### config.mk
export PLATFORM = sky130hd
export DESIGN_NAME = periph_initiator
export DESIGN_NICKNAME = d
export VERILOG_FILES = /design/src/rtl/pinit_pkg.sv /design/src/rtl/pinit_cmd_fifo.sv /design/src/rtl/periph_initiator.sv
export SDC_FILE = /design/constraint.sdc
export NUM_CORES = 1
export LEC_CHECK = 0
export CAP_MARGIN = 20
export CORE_ASPECT_RATIO = 0.8
export CORE_MARGIN = 5
export CORE_UTILIZATION = 36
export CTS_CLUSTER_SIZE = 10
export DETAILED_ROUTE_END_ITERATION = 10
export PLACE_DENSITY = 0.8
export SLEW_MARGIN = 20
export SYNTH_ARGS = -nofsm -noshare
export SYNTH_HDL_FRONTEND = slang
export SYNTH_SLANG_ARGS = --single-unit
export TNS_END_PERCENT = 5
### constraint.sdc
create_clock -name clk -period 1.5 [get_ports clk]
set_input_delay 0.3 -clock clk [delete_from_list [all_inputs] [get_ports clk]]
set_output_delay 0.3 -clock clk [all_outputs]
set_load 0.02 [all_outputs]
### src/rtl/pinit_pkg.sv
// Shared types and limits for periph_initiator.
package pinit_pkg;

    localparam int unsigned READ_LAT_MIN = 1;
    localparam int unsigned READ_LAT_MAX = 7;

    typedef enum logic [1:0] {
        StIdle,
        StAccess,
        StWait,
        StResp
    } state_e;

    typedef struct packed {
        logic        write;
        logic [1:0]  addr;
        logic [31:0] wdata;
    } cmd_t;

    function automatic bit is_pow2(int unsigned v);
        return (v != 0) && ((v & (v - 1)) == 0);
    endfunction

endpackage

### src/rtl/pinit_cmd_fifo.sv
// Synchronous command FIFO feeding the periph_initiator FSM (PINIT_CMD_FIFO_EN builds).
module pinit_cmd_fifo
    import pinit_pkg::*;
#(
    parameter int unsigned DEPTH = 4
) (
    input  logic                     clk,
    input  logic                     reset,
    input  logic                     push,
    input  cmd_t                     push_data,
    input  logic                     pop,
    output cmd_t                     pop_data,
    output logic                     full,
    output logic                     empty,
    output logic [$clog2(DEPTH):0]   count
);

    localparam int unsigned AW = $clog2(DEPTH);

    logic [AW-1:0] wr_ptr_q, rd_ptr_q;
    logic [AW:0]   count_q;
    cmd_t          mem_q [DEPTH];
    logic          push_ok, pop_ok;

    assign full     = (count_q == (AW + 1)'(DEPTH));
    assign empty    = (count_q == '0);
    assign count    = count_q;
    assign pop_data = mem_q[rd_ptr_q];
    assign push_ok  = push && !full;
    assign pop_ok   = pop && !empty;

    // Pointers wrap naturally because DEPTH is a power of two.
    always_ff @(posedge clk) begin
        if (reset) begin
            wr_ptr_q <= '0;
            rd_ptr_q <= '0;
            count_q  <= '0;
        end else begin
            if (push_ok) wr_ptr_q <= wr_ptr_q + 1'b1;
            if (pop_ok)  rd_ptr_q <= rd_ptr_q + 1'b1;
            case ({push_ok, pop_ok})
                2'b10:   count_q <= count_q + 1'b1;
                2'b01:   count_q <= count_q - 1'b1;
                default: count_q <= count_q;
            endcase
        end
    end

    always_ff @(posedge clk) begin
        if (push_ok) mem_q[wr_ptr_q] <= push_data;
    end

endmodule

### src/rtl/periph_initiator.sv
// Single-outstanding peripheral bus initiator with configurable read latency.
// Optional command FIFO enabled by defining PINIT_CMD_FIFO_EN.
module periph_initiator
    import pinit_pkg::*;
#(
    parameter int unsigned READ_LAT   = 1,
    parameter int unsigned FIFO_DEPTH = 4
) (
    input  logic        clk,
    input  logic        reset,
    input  logic        cmd_valid,
    output logic        cmd_ready,
    input  logic        cmd_write,
    input  logic [1:0]  cmd_addr,
    input  logic [31:0] cmd_wdata,
    output logic        rsp_valid,
    input  logic        rsp_ready,
    output logic [31:0] rsp_rdata,
    output logic        rsp_write,
    output logic        CE,
    output logic        PWE,
    output logic [1:0]  addr,
    output logic [31:0] wdata,
    input  logic [31:0] rdata,
    output logic        busy
);

    if (READ_LAT < READ_LAT_MIN || READ_LAT > READ_LAT_MAX) begin : g_bad_read_lat
        $fatal(1, "periph_initiator: READ_LAT must be 1..7");
    end
    if (!is_pow2(FIFO_DEPTH) || FIFO_DEPTH < 2 || FIFO_DEPTH > 16) begin : g_bad_depth
        $fatal(1, "periph_initiator: FIFO_DEPTH must be a power of two in 2..16");
    end

    localparam int unsigned WAIT_INIT = (READ_LAT > 1) ? READ_LAT - 2 : 0;

    state_e     state_q;
    logic [2:0] wait_cnt_q;
    logic       cur_write_q;
    logic       cmd_avail;
    cmd_t       cmd_head;
    logic       fifo_nonempty;

`ifdef PINIT_CMD_FIFO_EN
    logic                          fifo_full, fifo_empty, fifo_pop;
    logic [$clog2(FIFO_DEPTH):0]   fifo_count;
    cmd_t                          fifo_head;

    assign fifo_pop = (state_q == StIdle) && !fifo_empty && !reset;

    pinit_cmd_fifo #(
        .DEPTH (FIFO_DEPTH)
    ) u_cmd_fifo (
        .clk       (clk),
        .reset     (reset),
        .push      (cmd_valid && cmd_ready),
        .push_data ('{write: cmd_write, addr: cmd_addr, wdata: cmd_wdata}),
        .pop       (fifo_pop),
        .pop_data  (fifo_head),
        .full      (fifo_full),
        .empty     (fifo_empty),
        .count     (fifo_count)
    );

    assign cmd_ready     = !fifo_full && !reset;
    assign cmd_avail     = !fifo_empty;
    assign cmd_head      = fifo_head;
    assign fifo_nonempty = (fifo_count != '0);
`else
    // Without a FIFO the command is taken straight into the access registers.
    assign cmd_ready     = (state_q == StIdle) && !reset;
    assign cmd_avail     = cmd_valid;
    assign cmd_head      = '{write: cmd_write, addr: cmd_addr, wdata: cmd_wdata};
    assign fifo_nonempty = 1'b0;
`endif

    assign busy = (state_q != StIdle) || fifo_nonempty;

    always_ff @(posedge clk) begin
        if (reset) begin
            state_q     <= StIdle;
            wait_cnt_q  <= '0;
            cur_write_q <= 1'b0;
            CE          <= 1'b0;
            PWE         <= 1'b0;
            addr        <= '0;
            wdata       <= '0;
            rsp_valid   <= 1'b0;
            rsp_rdata   <= '0;
            rsp_write   <= 1'b0;
        end else begin
            unique case (state_q)
                StIdle: begin
                    if (cmd_avail) begin
                        state_q     <= StAccess;
                        CE          <= 1'b1;
                        PWE         <= cmd_head.write;
                        addr        <= cmd_head.addr;
                        wdata       <= cmd_head.wdata;
                        cur_write_q <= cmd_head.write;
                    end
                end
                StAccess: begin
                    CE  <= 1'b0;
                    PWE <= 1'b0;
                    if (cur_write_q) begin
                        state_q   <= StResp;
                        rsp_valid <= 1'b1;
                        rsp_rdata <= '0;
                        rsp_write <= 1'b1;
                    end else if (READ_LAT == 1) begin
                        state_q   <= StResp;
                        rsp_valid <= 1'b1;
                        rsp_rdata <= rdata;
                        rsp_write <= 1'b0;
                    end else begin
                        state_q    <= StWait;
                        wait_cnt_q <= 3'(WAIT_INIT);
                    end
                end
                StWait: begin
                    if (wait_cnt_q == '0) begin
                        state_q   <= StResp;
                        rsp_valid <= 1'b1;
                        rsp_rdata <= rdata;
                        rsp_write <= 1'b0;
                    end else begin
                        wait_cnt_q <= wait_cnt_q - 1'b1;
                    end
                end
                StResp: begin
                    if (rsp_ready) begin
                        state_q   <= StIdle;
                        rsp_valid <= 1'b0;
                    end
                end
                default: state_q <= StIdle;
            endcase
        end
    end

endmodule
Word-level counts from Yosys, hierarchy flattened
Cells that the tools add are included.
{"block": "classes", "div": 0, "muxes": 17, "add_sub_neg": 1, "bitwise": 1, "shifts": 0, "n_eq_ne": 6, "multipliers": 0, "reduce_logical": 14, "magnitude_cmp": 0}
{"cell": "$mux W32", "count": 2}
{"cell": "$pmux W32 S2", "count": 1}
{"cell": "$pmux W2 S4", "count": 1}
{"cell": "$reduce_and A2 Y1", "count": 4}
{"cell": "$mux W1", "count": 6}
{"cell": "$mux W2", "count": 3}
{"cell": "$ne A2 B2 Y1 const B", "count": 3}
{"cell": "$pmux W1 S2", "count": 3}
{"cell": "$reduce_and A3 Y1", "count": 2}
{"cell": "$reduce_bool A2 Y1", "count": 3}
{"cell": "$eq A2 B2 Y1 const B", "count": 2}
{"cell": "$logic_not A3 Y1", "count": 1}
{"cell": "$pmux W1 S3", "count": 1}
{"cell": "$reduce_bool A3 Y1", "count": 1}
{"cell": "$sub A3 B1 Y3 const B", "count": 1}
{"cell": "$eq A2 B1 Y1 const B", "count": 1}
{"cell": "$logic_not A2 Y1", "count": 1}
{"cell": "$logic_and A1 B1 Y1", "count": 1}
{"cell": "$logic_not A1 Y1", "count": 1}
{"cell": "$not A1 Y1", "count": 1}
{"block": "word_totals", "memories": 0, "out_inout_bits": 72, "inputBits": 71, "rom_bits": 0, "elab_cells": 49, "latch_bits": 0, "ramBits": 0, "ff_bits": 76}

Logic depth before layout (Yosys ltp)
Gate-level depths: netlist (run 1).
{"block": "depth", "depth_word": 3, "mapped_depth": 7, "ltp_nobuf": 6}

Worst setup path after synthesis (run 1)
No wires, ideal clock.
{"block": "synth_timing", "kind": "register to register", "start": "register state_q[0]", "end": "register state_q[0]", "path_stages_with_launch": 7, "slack_ns": -0.020, "n_path_buf": 1, "arrival_time_ns": 1.433, "setup_ns": 0.087, "cell_sequence": "dfxtp_1 -> inv_1 -> ha_1 -> nor2b_4 -> buf_6 -> or4_1 -> o31ai_1"}
{"block": "synth_between", "elab_chain_cells": 3}
{"item": "start, declared", "line_no": "periph_initiator.sv:37", "rtl": "state_e state_q;"}
{"item": "start signal, assigned", "line_no": "periph_initiator.sv:81", "rtl": "state_q <= StIdle;"}
{"item": "start signal, assigned", "line_no": "periph_initiator.sv:95", "rtl": "state_q <= StAccess;"}
{"item": "start signal, assigned", "line_no": "periph_initiator.sv:107", "rtl": "state_q <= StResp;"}
{"item": "$eq A2 B2 Y1 or $logic_not A2 Y1 (tied branches)", "line_no": "periph_initiator.sv:92", "rtl": "unique case (state_q)"}
{"item": "$ne A2 B2 Y1 (no line)"}
{"item": "$reduce_and A3 Y1 (no line)"}
Several ways; a longest one is shown, not always the timed one.
A chain may end at the register's enable or synchronous reset.

Worst setup path after layout (run 1)
{"block": "layout_timing", "start": "register wait_cnt_q[0]", "end": "register state_q[0]"}
{"block": "layout_between", "elab_chain_cells": 3}
{"item": "start, declared", "line_no": "periph_initiator.sv:38", "rtl": "logic [2:0] wait_cnt_q;"}
{"item": "start signal, assigned", "line_no": "periph_initiator.sv:118", "rtl": "wait_cnt_q <= 3'(WAIT_INIT);"}
{"item": "start signal, assigned", "line_no": "periph_initiator.sv:128", "rtl": "wait_cnt_q <= wait_cnt_q - 1'b1;"}
{"item": "$logic_not A3 Y1", "line_no": "periph_initiator.sv:122", "rtl": "if (wait_cnt_q == '0) begin"}
{"item": "$ne A2 B2 Y1 (no line)"}
{"item": "$reduce_and A3 Y1 (no line)"}
{"item": "end signal, assigned", "line_no": "periph_initiator.sv:117", "rtl": "state_q <= StWait;"}
{"item": "end signal, assigned", "line_no": "periph_initiator.sv:123", "rtl": "state_q <= StResp;"}
{"item": "end signal, assigned", "line_no": "periph_initiator.sv:133", "rtl": "state_q <= StIdle;"}
No other way between the ends.

==> results of run 1 <==
-- timing repair --
item / CTS / global route
pin swaps: 0 / 5
setup buffers: 0 / 2
setup endpoints to repair: 109 / 43
gates cloned: 2 / 4
resized for setup: 91 / 35
-- power by group --
group	internal, mW	total (mW)	switching [mW]	leakage (nW)
logic	1.80	3.95	2.15	1.38
clock network	0.989	1.72	0.736	0.106
registers	2.46	2.67	0.207	0.624
total	5.26	8.35	3.09	2.11
-- per-layer routing --
layer / routed length, um / vias to the layer above / track usage
li1: - / 1463 / -
met1: 3500 / 1350 / 0.189
met2: 4520 / 94 / 0.285
met3: 829 / 7 / 0.0781
met4: 65 / 0 / 0.0332
met5: 0 / - / 0
-- worst min-delay path: cells and delay by family --
kind            cells  cell delay [ns]
compound gates      1             0.08
buf+inv             2             0.23
simple gates        1             0.11
-- flip-flops by register name (all words and copies together), names as in the netlist --
name,count
rsp_write,1
wdata,32
wait_cnt_q,3
rsp_valid,1
addr,2
PWE,1
cur_write_q,1
CE,1
rsp_rdata,32
state_q,2
-- cell type report --
cell class              instances  area share
repair buffers                169       0.337
flip-flops and latches         76       0.313
multi-input cells             241       0.270
clock buffers                  11      0.0290
well taps                     108      0.0277
clock inverters                 5      0.0172
inverters                       8     0.00615
-- synthesized netlist by cell type --
library cell | number | share of area
mux2i_2 | 1 | 0.0048
dfxtp_1 | 76 | 0.53
nor2_1 | 5 | 0.0065
o31ai_1 | 2 | 0.0052
a21oi_1 | 71 | 0.12
buf_6 | 4 | 0.016
inv_1 | 8 | 0.010
mux2_2 | 1 | 0.0039
or3_1 | 1 | 0.0022
mux2i_1 | 1 | 0.0035
nor2b_4 | 1 | 0.0048
xnor2_1 | 1 | 0.0030
o21ai_0 | 2 | 0.0035
nor2b_1 | 1 | 0.0022
nand2_1 | 105 | 0.14
clkbuf_2 | 1 | 0.0017
nand2b_1 | 3 | 0.0065
clkbuf_1 | 10 | 0.013
nand3_1 | 33 | 0.057
a211oi_1 | 3 | 0.0078
and2_1 | 1 | 0.0022
or2_2 | 1 | 0.0022
buf_2 | 12 | 0.021
or4_1 | 1 | 0.0026
ha_1 | 7 | 0.030
-- cells by family after synthesis --
kind of cell,count (synthesis),synth area share
and+or+nand+nor,152,0.224
AOI/OAI and AO/OA,78,0.140
DFF,76,0.529
buffers and inverters,35,0.0618
adders and majority gates,7,0.0304
muxes,3,0.0122
xor gates and xnor gates,1,0.00305
-- worst max-delay path by stage --
stage               depth (start not counted)           from       endpoint  slack, ns
floorplan                                   7  wait_cnt_q[0]  rsp_rdata[10]    -0.0001
CTS                                         7     state_q[0]  rsp_rdata[15]      -0.10
detailed placement                          5     state_q[1]      cmd_ready      -0.12
global placement                            5     state_q[0]      cmd_ready      -0.09
global route                                7  wait_cnt_q[1]     state_q[0]      -0.08
finish                                      7  wait_cnt_q[0]     state_q[0]      -0.04
-- stage by stage --
step / area (sq um) / cells / setup slack, ns / total power [mW] / hold slack [ns]
after detailed placement: 4480 / 594 / -0.120 / 6.22 / 0.443
after CTS: 4700 / 612 / -0.103 / 7.95 / 0.396
after global routing: 4880 / 618 / -0.0805 / 8.87 / 0.408
after global placement: 4480 / 594 / -0.0900 / 6.11 / 0.437
final: 4880 / 618 / -0.0412 / 8.35 / 0.429
after floorplan: 2880 / 352 / -0.000137 / 4.64 / 0.436
==> results_dict.tcl, run 1 <==
set metrics [dict create \
    vias_per_cell 4.72 \
    path_clk_slew_ns 0.08 \
    numCtsBuffers 9 \
    synth_cell_types 25 \
    grt_pass1_vias 2843 \
    syn_avg_cell_area_sq_um 8.17 \
    cp-start-kind "register" \
    syn_nets 430 \
    core-area_sq_um 7870 \
    rows 29 \
    num_io_pins 143 \
    clock_skew_ns 0.00828 \
    r2r-start "wait_cnt_q[0]" \
    maxSlewViolCount 0 \
    die_h_um 90.0 \
    setup_tns_ns -0.111 \
    ys_seq_area_frac 0.529 \
    dr.pass1.iters 4 \
    grt_max_degree 78 \
    setup_violations 13 \
    end_kind "register" \
    period_share 1.03 \
    netlist_area_sq_um 2880 \
    dieArea_sq_um 9890 \
    cts_root_buf "clkbuf_8" \
    gp_congestion 0.720 \
    rr_endpoint "state_q[0]" \
    whs_path_depth 4 \
    ys_ff_latch 76 \
    power_density_nw_per_um2 1710 \
    ys_warn_count 0 \
    rrSetupSlack_ns -0.04 \
    layout_common_cells "nand2_1, dfxtp_1, dlygate4sd2_1" \
    overflow 0 \
    status "finished, violations left" \
    drive_gt1_frac 0.151 \
    ant_nets 0 \
    netlist_instances 352 \
    fill_cells 703 \
    critical_path_class "reg2reg" \
    hold_path_class "in2reg" \
    maxSlewHeadroom 0.762 \
    p_leak_nw 2.11 \
    finalCriticalPeriod_ns 1.54 \
    worstMarginPinSlew_ns 0.357 \
    die_w_um 110 \
    cp_data_arrival_time_ns 1.77 \
    vias 2914 \
    hold_viol_final 0 \
    clock_tree.buffer_depth 2 \
    wire_per_inst_um 14.4 \
    fin_ws_ns -0.0412 \
    seq_area_sq_um 1530 \
    cp_max_fo 9 \
    path_cells "inv_2 -> ha_4 -> ha_4 -> buf_4 -> nor2b_4 -> or4_1 -> o31ai_1" \
    h-tree-depth 3 \
    final_common_cell "nand2_1" \
    cts_sinks 76 \
    initial_core_util 0.365 \
    rsz0062_at_grt "true" \
    crit_buf_inv 2 \
    antenna-diode-count 0 \
    failed_checks "setup timing" \
    finalWirelength_mm 8.91 \
    drc 0 \
    r2r_cells 7 \
    clock_latency_ns 0.34 \
    cpLargestDelayFamily "simple AND/OR/NAND/NOR gates" \
    fmax_ghz 0.649 \
    final_util 0.620 \
    hp-start "reset" \
    cp_common_cell "ha_4" \
    holdBufCountCts 0 \
    grt_pass1_wl_mm 13.4 \
    crit_slowest_cell "or4_1" \
    place_hpwl_mm 5.94 \
    grt_antenna_before_repair 0 \
    min_to "state_q[0]" \
    multi_input_area_sq_um 1320 \
    crit_required_ns 1.73 \
    maxCapViolCount 0 \
    cts_tree "built" \
    layout.nets 583 \
    peakVddDrop_mv 0.777 \
    drtIter0Drc 156 \
    track_usage 0.167 \
    max_stage_delay_ns 0.47 \
    port_buffers 142 \
    synthToLayoutAreaGrowth_pct 69.7 \
]
No activity file was read; power rests on OpenSTA's default activity.
==> inputs of run 2 (changes only) <==
ABC_CLOCK_PERIOD_IN_PS = 1500   (was default)
==> results of run 2 <==
No change in the layout: final DEF, timing and power equal those of run 1.
